File: config.mk
export PLATFORM = sky130hd
export DESIGN_NAME = tetris_engine_flat
export DESIGN_NICKNAME = d
export VERILOG_FILES = /design/src/rtl/tetris_engine_if.sv /design/src/rtl/tetris_engine.sv /design/src/flat_wrapper.sv
export SDC_FILE = /design/constraint.sdc
export NUM_CORES = 1
export LEC_CHECK = 0
export ABC_AREA = 1
export CAP_MARGIN = 5
export CORE_MARGIN = 5
export CORE_UTILIZATION = 55
export CTS_CLUSTER_DIAMETER = 40
export DETAILED_ROUTE_END_ITERATION = 6
export GPL_TIMING_DRIVEN = 0
export HOLD_SLACK_MARGIN = 0.08
export PLACE_DENSITY = 0.8
export SETUP_SLACK_MARGIN = 0.3
export SKIP_CTS_REPAIR_TIMING = 1
export SLEW_MARGIN = 20
export SYNTH_ARGS = -nofsm -noshare
export SYNTH_HDL_FRONTEND = slang
export SYNTH_SLANG_ARGS = --single-unit
File: constraint.sdc
create_clock -name CLOCK_50 -period 7.85 [get_ports CLOCK_50]
set_input_delay 1.57 -clock CLOCK_50 [delete_from_list [all_inputs] [get_ports CLOCK_50]]
set_output_delay 1.57 -clock CLOCK_50 [all_outputs]
set_load 0.02 [all_outputs]
File: src/rtl/tetris_engine_if.sv
// Board-memory port between the engine and the playfield RAM.
// The read side is combinational, and writes commit on the clock edge.
interface tetris_engine_if #(
  parameter int XW = 4,
  parameter int YW = 5
);
  logic [XW-1:0] board_rx;
  logic [YW-1:0] board_ry;
  logic          board_rdata;
  logic          board_we;
  logic [XW-1:0] board_wx;
  logic [YW-1:0] board_wy;
  logic          board_wdata;

  modport master (
    output board_rx, board_ry, board_we, board_wx, board_wy, board_wdata,
    input  board_rdata
  );

  modport slave (
    input  board_rx, board_ry, board_we, board_wx, board_wy, board_wdata,
    output board_rdata
  );
endinterface

File: src/rtl/tetris_engine.sv
// Tetris game engine: spawn, move/rotate with collision checks, lock,
// line clear with board shift, and game over. Includes the shape offset table.
module tetris_piece_offsets (
  input  logic [2:0]  i_shape,
  input  logic [1:0]  i_rot,
  output logic [15:0] o_dx,
  output logic [15:0] o_dy
);
  logic [15:0] w_bx;
  logic [15:0] w_by;
  logic [1:0]  w_rot;

  // Base pose: block i lives in bits [4i+3:4i], and -1 is encoded as 4'hF.
  always_comb begin
    w_bx = '0;
    w_by = '0;
    case (i_shape)
      3'd1: begin w_bx = 16'h210F; w_by = 16'h0000; end
      3'd2: begin w_bx = 16'h010F; w_by = 16'h1000; end
      3'd3: begin w_bx = 16'h0F10; w_by = 16'h1100; end
      3'd4: begin w_bx = 16'h1010; w_by = 16'h1100; end
      3'd5: begin w_bx = 16'h100F; w_by = 16'h1100; end
      3'd6: begin w_bx = 16'h110F; w_by = 16'h1000; end
      3'd7: begin w_bx = 16'hF10F; w_by = 16'h1000; end
      default: begin w_bx = '0; w_by = '0; end
    endcase
  end

  assign w_rot = (i_shape == 3'd4) ? 2'd0 : i_rot;

  always_comb begin
    logic signed [3:0] v_x;
    logic signed [3:0] v_y;
    o_dx = '0;
    o_dy = '0;
    for (int unsigned i = 0; i < 4; i++) begin
      v_x = w_bx[4*i +: 4];
      v_y = w_by[4*i +: 4];
      case (w_rot)
        2'd1:    begin o_dx[4*i +: 4] = -v_y; o_dy[4*i +: 4] =  v_x; end
        2'd2:    begin o_dx[4*i +: 4] = -v_x; o_dy[4*i +: 4] = -v_y; end
        2'd3:    begin o_dx[4*i +: 4] =  v_y; o_dy[4*i +: 4] = -v_x; end
        default: begin o_dx[4*i +: 4] =  v_x; o_dy[4*i +: 4] =  v_y; end
      endcase
    end
  end
endmodule

module tetris_engine #(
  parameter int BOARD_W    = 10,
  parameter int BOARD_H    = 20,
  parameter int XW         = 4,
  parameter int YW         = 5,
  parameter int NUM_SHAPES = 7,
  parameter int SCORE_W    = 8
) (
  input  logic               CLOCK_50,
  input  logic               resetn,
  input  logic               left_final,
  input  logic               right_final,
  input  logic               rot_final,
  input  logic               tick_gravity,
  tetris_engine_if.master    board,
  output logic [XW-1:0]      piece_x,
  output logic [YW-1:0]      piece_y,
  output logic [1:0]         rot,
  output logic [2:0]         shape_id,
  output logic [SCORE_W-1:0] score,
  output logic               game_over,
  output logic               move_accept,
  output logic               busy
);
  localparam logic [2:0] S_IDLE  = 3'd0;
  localparam logic [2:0] S_SPAWN = 3'd1;
  localparam logic [2:0] S_CHECK = 3'd2;
  localparam logic [2:0] S_FALL  = 3'd3;
  localparam logic [2:0] S_LOCK  = 3'd4;
  localparam logic [2:0] S_SCAN  = 3'd5;
  localparam logic [2:0] S_SHIFT = 3'd6;
  localparam logic [2:0] S_OVER  = 3'd7;

  localparam logic [1:0] O_SPAWN = 2'd0;
  localparam logic [1:0] O_MOVE  = 2'd1;
  localparam logic [1:0] O_GRAV  = 2'd2;

  localparam int TXW = XW + 2;
  localparam int TYW = YW + 2;
  localparam logic signed [TXW-1:0] C_W      = TXW'(BOARD_W);
  localparam logic signed [TYW-1:0] C_H      = TYW'(BOARD_H);
  localparam logic [XW-1:0]         C_XMAX   = XW'(BOARD_W - 1);
  localparam logic [YW-1:0]         C_YMAX   = YW'(BOARD_H - 1);
  localparam logic [XW-1:0]         C_XSPAWN = XW'(BOARD_W / 2 - 1);

  logic [2:0]         r_state;
  logic [XW-1:0]      r_piece_x;
  logic [YW-1:0]      r_piece_y;
  logic [1:0]         r_rot;
  logic [2:0]         r_shape;
  logic [SCORE_W-1:0] r_score;
  logic               r_move_accept;
  logic [2:0]         r_lfsr;
  logic signed [1:0]  r_dx;
  logic               r_dy;
  logic               r_drot;
  logic [1:0]         r_origin;
  logic [1:0]         r_idx;
  logic               r_coll;
  logic [YW-1:0]      r_row;
  logic [XW-1:0]      r_col;
  logic [XW-1:0]      r_sx;
  logic [YW-1:0]      r_sy;
  logic               r_clr;

  logic [15:0]          w_cur_dx, w_cur_dy, w_tri_dx, w_tri_dy;
  logic [1:0]           w_trot;
  logic signed [3:0]    w_cdx, w_cdy, w_tdx, w_tdy;
  logic signed [TXW-1:0] w_tx;
  logic signed [TYW-1:0] w_ty;
  logic                 w_oob, w_hit;
  logic [XW-1:0]        w_crx, w_lx;
  logic [YW-1:0]        w_cry, w_ly;
  logic [2:0]           w_spawn_shape;

  assign w_trot = r_rot + {1'b0, r_drot};

  tetris_piece_offsets u_cur (
    .i_shape (r_shape),
    .i_rot   (r_rot),
    .o_dx    (w_cur_dx),
    .o_dy    (w_cur_dy)
  );

  tetris_piece_offsets u_trial (
    .i_shape (r_shape),
    .i_rot   (w_trot),
    .o_dx    (w_tri_dx),
    .o_dy    (w_tri_dy)
  );

  assign w_cdx = w_cur_dx[{r_idx, 2'b00} +: 4];
  assign w_cdy = w_cur_dy[{r_idx, 2'b00} +: 4];
  assign w_tdx = w_tri_dx[{r_idx, 2'b00} +: 4];
  assign w_tdy = w_tri_dy[{r_idx, 2'b00} +: 4];

  assign w_tx = $signed({2'b00, r_piece_x}) + TXW'(r_dx) + TXW'(w_tdx);
  assign w_ty = $signed({2'b00, r_piece_y}) + TYW'({1'b0, r_dy}) + TYW'(w_tdy);

  assign w_oob = w_tx[TXW-1] || (w_tx >= C_W) || w_ty[TYW-1] || (w_ty >= C_H);
  assign w_hit = w_oob || board.board_rdata;

  // Out-of-range probes are clamped so the RAM is never addressed past the board.
  assign w_crx = w_tx[TXW-1] ? '0 : ((w_tx >= C_W) ? C_XMAX : w_tx[XW-1:0]);
  assign w_cry = w_ty[TYW-1] ? '0 : ((w_ty >= C_H) ? C_YMAX : w_ty[YW-1:0]);

  assign w_lx = r_piece_x + XW'(w_cdx);
  assign w_ly = r_piece_y + YW'(w_cdy);

  assign w_spawn_shape = 3'((32'(r_lfsr) % NUM_SHAPES) + 1);

  always_comb begin
    board.board_rx = '0;
    board.board_ry = '0;
    board.board_wx = '0;
    board.board_wy = '0;
    case (r_state)
      S_CHECK: begin
        board.board_rx = w_crx;
        board.board_ry = w_cry;
      end
      S_SCAN: begin
        board.board_rx = r_col;
        board.board_ry = r_row;
      end
      S_LOCK: begin
        board.board_wx = w_lx;
        board.board_wy = w_ly;
      end
      S_SHIFT: begin
        board.board_rx = r_sx;
        board.board_ry = r_clr ? '0 : (r_sy - 1'b1);
        board.board_wx = r_sx;
        board.board_wy = r_clr ? '0 : r_sy;
      end
      default: ;
    endcase
  end

  assign board.board_we    = resetn && ((r_state == S_LOCK) || (r_state == S_SHIFT));
  assign board.board_wdata = (r_state == S_LOCK) ||
                             ((r_state == S_SHIFT) && !r_clr && board.board_rdata);

  always_ff @(posedge CLOCK_50) begin
    if (!resetn) begin
      r_state       <= S_IDLE;
      r_piece_x     <= '0;
      r_piece_y     <= '0;
      r_rot         <= '0;
      r_shape       <= 3'd1;
      r_score       <= '0;
      r_move_accept <= 1'b0;
      r_lfsr        <= 3'b001;
      r_dx          <= '0;
      r_dy          <= 1'b0;
      r_drot        <= 1'b0;
      r_origin      <= O_SPAWN;
      r_idx         <= '0;
      r_coll        <= 1'b0;
      r_row         <= '0;
      r_col         <= '0;
      r_sx          <= '0;
      r_sy          <= '0;
      r_clr         <= 1'b0;
    end else begin
      r_lfsr        <= {r_lfsr[1:0], r_lfsr[2] ^ r_lfsr[1]};
      r_move_accept <= 1'b0;
      case (r_state)
        // The spawn pose is loaded on entry, so it is visible during SPAWN.
        S_IDLE: begin
          r_shape   <= w_spawn_shape;
          r_rot     <= '0;
          r_piece_x <= C_XSPAWN;
          r_piece_y <= '0;
          r_state   <= S_SPAWN;
        end
        S_SPAWN: begin
          r_dx     <= '0;
          r_dy     <= 1'b0;
          r_drot   <= 1'b0;
          r_origin <= O_SPAWN;
          r_idx    <= '0;
          r_coll   <= 1'b0;
          r_state  <= S_CHECK;
        end
        S_FALL: begin
          r_idx  <= '0;
          r_coll <= 1'b0;
          r_dx   <= '0;
          r_dy   <= 1'b0;
          r_drot <= 1'b0;
          if (left_final) begin
            r_dx <= -2'sd1; r_origin <= O_MOVE; r_state <= S_CHECK;
          end else if (right_final) begin
            r_dx <= 2'sd1;  r_origin <= O_MOVE; r_state <= S_CHECK;
          end else if (rot_final) begin
            r_drot <= 1'b1; r_origin <= O_MOVE; r_state <= S_CHECK;
          end else if (tick_gravity) begin
            r_dy <= 1'b1;   r_origin <= O_GRAV; r_state <= S_CHECK;
          end
        end
        S_CHECK: begin
          if (r_idx != 2'd3) begin
            r_coll <= r_coll || w_hit;
            r_idx  <= r_idx + 2'd1;
          end else if (r_coll || w_hit) begin
            r_idx <= '0;
            case (r_origin)
              O_GRAV:  r_state <= S_LOCK;
              O_MOVE:  r_state <= S_FALL;
              default: r_state <= S_OVER;
            endcase
          end else begin
            if (r_origin != O_SPAWN) begin
              r_piece_x     <= r_piece_x + XW'(r_dx);
              r_piece_y     <= r_piece_y + YW'({1'b0, r_dy});
              r_rot         <= w_trot;
              r_move_accept <= 1'b1;
            end
            r_state <= S_FALL;
          end
        end
        S_LOCK: begin
          r_idx <= r_idx + 2'd1;
          if (r_idx == 2'd3) begin
            r_row   <= C_YMAX;
            r_col   <= '0;
            r_state <= S_SCAN;
          end
        end
        S_SCAN: begin
          if (!board.board_rdata) begin
            if (r_row == '0) begin
              r_shape   <= w_spawn_shape;
              r_rot     <= '0;
              r_piece_x <= C_XSPAWN;
              r_piece_y <= '0;
              r_state   <= S_SPAWN;
            end else begin
              r_row <= r_row - 1'b1;
              r_col <= '0;
            end
          end else if (r_col == C_XMAX) begin
            r_sx    <= '0;
            r_sy    <= r_row;
            r_clr   <= (r_row == '0);
            r_state <= S_SHIFT;
          end else begin
            r_col <= r_col + 1'b1;
          end
        end
        S_SHIFT: begin
          if (r_sx != C_XMAX) begin
            r_sx <= r_sx + 1'b1;
          end else begin
            r_sx <= '0;
            if (r_clr) begin
              r_clr   <= 1'b0;
              r_col   <= '0;
              r_state <= S_SCAN;
              if (r_score != '1) r_score <= r_score + 1'b1;
            end else if (r_sy == YW'(1)) begin
              r_clr <= 1'b1;
            end else begin
              r_sy <= r_sy - 1'b1;
            end
          end
        end
        S_OVER: r_state <= S_OVER;
        default: r_state <= S_IDLE;
      endcase
    end
  end

  assign piece_x     = r_piece_x;
  assign piece_y     = r_piece_y;
  assign rot         = r_rot;
  assign shape_id    = r_shape;
  assign score       = r_score;
  assign game_over   = (r_state == S_OVER);
  assign move_accept = r_move_accept;
  assign busy        = (r_state != S_FALL);
endmodule

File: src/flat_wrapper.sv
// flat-port wrapper written by rule: the top's interface ports become plain ports
module tetris_engine_flat 
#(
  parameter int BOARD_W    = 10,
  parameter int BOARD_H    = 20,
  parameter int XW         = 4,
  parameter int YW         = 5,
  parameter int NUM_SHAPES = 7,
  parameter int SCORE_W    = 8
)
  (CLOCK_50, resetn, left_final, right_final, rot_final, tick_gravity, piece_x, piece_y, rot, shape_id, score, game_over, move_accept, busy, board_board_rx, board_board_ry, board_board_we, board_board_wx, board_board_wy, board_board_wdata, board_board_rdata);
  tetris_engine_if #(.XW(XW), .YW(YW)) board_i ();
  input  logic CLOCK_50;
  input  logic resetn;
  input  logic left_final;
  input  logic right_final;
  input  logic rot_final;
  input  logic tick_gravity;
  output logic [XW-1:0] piece_x;
  output logic [YW-1:0] piece_y;
  output logic [1:0] rot;
  output logic [2:0] shape_id;
  output logic [SCORE_W-1:0] score;
  output logic game_over;
  output logic move_accept;
  output logic busy;
  output wire logic [$bits(board_i.board_rx)-1:0] board_board_rx;
  output wire logic [$bits(board_i.board_ry)-1:0] board_board_ry;
  output wire logic [$bits(board_i.board_we)-1:0] board_board_we;
  output wire logic [$bits(board_i.board_wx)-1:0] board_board_wx;
  output wire logic [$bits(board_i.board_wy)-1:0] board_board_wy;
  output wire logic [$bits(board_i.board_wdata)-1:0] board_board_wdata;
  input wire logic [$bits(board_i.board_rdata)-1:0] board_board_rdata;
  assign board_board_rx = board_i.board_rx;
  assign board_board_ry = board_i.board_ry;
  assign board_board_we = board_i.board_we;
  assign board_board_wx = board_i.board_wx;
  assign board_board_wy = board_i.board_wy;
  assign board_board_wdata = board_i.board_wdata;
  assign board_i.board_rdata = board_board_rdata;
  tetris_engine #(.BOARD_W(BOARD_W), .BOARD_H(BOARD_H), .XW(XW), .YW(YW), .NUM_SHAPES(NUM_SHAPES), .SCORE_W(SCORE_W)) u_core (.CLOCK_50(CLOCK_50), .resetn(resetn), .left_final(left_final), .right_final(right_final), .rot_final(rot_final), .tick_gravity(tick_gravity), .board(board_i), .piece_x(piece_x), .piece_y(piece_y), .rot(rot), .shape_id(shape_id), .score(score), .game_over(game_over), .move_accept(move_accept), .busy(busy));
endmodule
==> qor.yml <==
clk_pin_slew_ns: 0.07
cp_cell_sequence: "nand2_1 > nor2_4 > inv_2 > ha_1 > inv_1 > nand2_1 > a21oi_1 > a21oi_1 > o21ai_0 > nand2_1 > inv_1 > fa_1 > ha_1 > fa_1 > xor2_1 > o21ai_0 > nand3_1 > nor3_1 > nand2_1 > o221ai_1 > clkdlybuf4s50_1"
cpMostUsedCell: "nand2_1"
setup_violations: 0
finalInstanceArea_um2: 5774
ys_types: 52
syn_to_final_growth_pct: 18.15
portBuffers: 50
synth-edff-count: 0
dr_total_vias: 5289
synth.most_common_cell: "nand2_1"
nFillCells: 793
yosysSeqAreaShare_pct: 23.35
leakagePower_nw: 2.631
drc: 0
worstSetupPathType: "register to output port"
relSlewSlack_pct: 47.09
drt_iter0_markers: 492
cp_max_fo: 7
postPlaceCellArea_um2: 5523
hold_viol_final: 0
grt_pass1_vias: 4953
synth_common_cells: "154 x nand2_1, 104 x inv_1, 85 x nor2_1"
wire_per_inst_um: 15.79
synthCells: 744
worstHoldPathType: "register to register"
die_width_um: 104.3
layout-drive-gt1-share_pct: 6.173
outcome: "completed"
chipHeight_um: 104.3
grt_pass1_wl_um: 23810
clk_latency_ns: 0.35
setup_tns_ns: 0
rows: 34
powerDensity_nw_per_um2: 362.6
syn_area_um2: 4887
cts.path.max_buffers: 2
cp_slowest_cell: "clkdlybuf4s50_1"
cts_made_buffers: 9
fp.dieArea_um2: 10870
dp_hpwl_um: 11300
final_nets: 858
synth_area_leaders: "dfxtp_1 23%, nand2_1 12%, ha_1 9.2%"
antenna_found_initial: 0
seq_area_um2: 1141
crit_path_max_incr_delay_ns: 0.65
grt_overflow: 0
worstPathRequired_ns: 6.28
gp_congestion: 0.9669
r2r_slack_ns: 3.03
rsz0062_at_grt: "no"
cts.sinks: 57
h-tree-depth: 3
fmax_mhz: 155.9
grt_max_degree: 13
n_antenna_cell: 0
clockRootBuffer: "clkbuf_8"
synth-seq-cells: 57
yosysTopAreaCell: "dfxtp_1"
firstDrtPassIters: 6
synthArstFlopShare_pct: 0
cp_data_arrival_time_ns: 4.84
grtUsageTotal_pct: 26.45
ios: 52
wirelength_um: 14500
finalCritPeriodShare_pct: 81.69
synth_ff_type: "dfxtp_1"
end_kind: "output port"
yosysWarnings: 0
fin_skew_ns: 0.008634
drv_cap: 0
cp-start-kind: "register"
syn_area_per_cell_um2: 6.569
multi_input_area_um2: 3238
synth.top_cell.area_share_pct: 23.35
initial_core_util_pct: 56.31
vdd_drop_max_mv: 0.2896
finalMaxSlewViolations: 0
synth_nets: 797
cts_tree: "yes"
worstMarginPinSlew_ns: 0.7854
fin_crit_ns: 6.413
routed_via_density: 5.761
coreArea_um2: 8678
antenna_left: 0
[stage by stage]
step	setup slack (ns)	hold slack (ns)	total power [mW]	utilization [%]	instances
6_report	1.437	0.4925	2.094	66.54	918
5_1_grt	1.131	0.5122	2.260	66.54	918
4_1_cts	1.461	0.4901	2.074	66.54	918
3_5_place_dp	1.858	0.4802	1.712	63.64	902
3_3_place_gp	1.897	0.4736	1.686	63.64	902
2_1_floorplan	2.759	0.4491	1.347	-	744
[cells in the final DEF (no fill, tap or decap), types with 8 or more instances in the layout]
| cell | instances |
|---|---|
| xor2_1 | 14 |
| nor2_1 | 85 |
| xnor2_1 | 8 |
| a211oi_1 | 8 |
| fa_1 | 10 |
| clkbuf_1 | 10 |
| nor3_1 | 11 |
| inv_1 | 104 |
| clkdlybuf4s50_1 | 50 |
| o21ai_0 | 53 |
| nand3_1 | 37 |
| dfxtp_1 | 57 |
| a21oi_1 | 51 |
| nand4_1 | 14 |
| nand2_1 | 154 |
| ha_1 | 36 |
| clkbuf_8 | 9 |
[cell type report]
| class | instances | area share (%) |
|---|---|---|
| Multi-Input combinational cell | 557 | 56.08 |
| Sequential cell | 57 | 19.76 |
| Timing Repair Buffer | 50 | 8.667 |
| Inverter | 113 | 7.346 |
| Tap cell | 108 | 2.340 |
| Clock inverter | 7 | 2.210 |
| Clock buffer | 9 | 2.145 |
| Buffer | 17 | 1.452 |
[flip-flops by register name (all words and copies together), names as in the netlist, 2 cells and up]
name / cells
u_core.rot: 2
u_core.r_state: 3
u_core.shape_id: 3
u_core.r_idx: 2
u_core.r_col: 4
u_core.r_row: 5
u_core.piece_y: 5
u_core.r_lfsr: 3
u_core.r_origin: 2
u_core.r_sy: 5
u_core.piece_x: 4
u_core.score: 8
u_core.r_sx: 4
u_core.r_dx: 2
[worst max-delay path, delay by kind of cell, from the launching register on]
family	cells	cell delay (ns)
adders and majority gates	4	1.41
buffers and inverters	4	0.97
AOI/OAI and AO/OA	5	0.49
and+or+nand+nor	7	1.02
DFF	1	0.43
xor gates and xnor gates	1	0.18
[per-layer routing]
layer  GRT usage [%]  routed length (um)  share of wire (%)
met3           4.345                1036                7.1
met4           9.066                 302                2.1
met1           35.82                6479                 45
met2           42.49                6678                 46
met5               0                   0                  0
[kinds of logic after synthesis]
| logic type | after synthesis | synth area share [%] |
|---|---|---|
| buffers and inverters | 130 | 10.39 |
| xor gates and xnor gates | 22 | 3.943 |
| and+or+nand+nor | 325 | 29.11 |
| AOI/OAI and AO/OA | 164 | 19.89 |
| DFF | 57 | 23.35 |
| adders and majority gates | 46 | 13.31 |
[final timing paths]
check,startpoint,endpoint,cells after the start
worst max-delay path,u_core.shape_id[1],board_board_rx[2],21
worst min-delay path,u_core.r_dy,u_core.r_dy,2
worst max register to register,u_core.shape_id[1],u_core.rot[0],26
worst min register to register,u_core.r_dy,u_core.r_dy,2
[power breakdown]
part / internal (mW) / total, mW / leakage (nW) / switching, mW
clock network: 0.215 / 0.355 / 0.126 / 0.141
logic: 0.478 / 1.32 / 2.04 / 0.841
registers: 0.340 / 0.419 / 0.464 / 0.0789
Power figures use the tool's default switching activity.
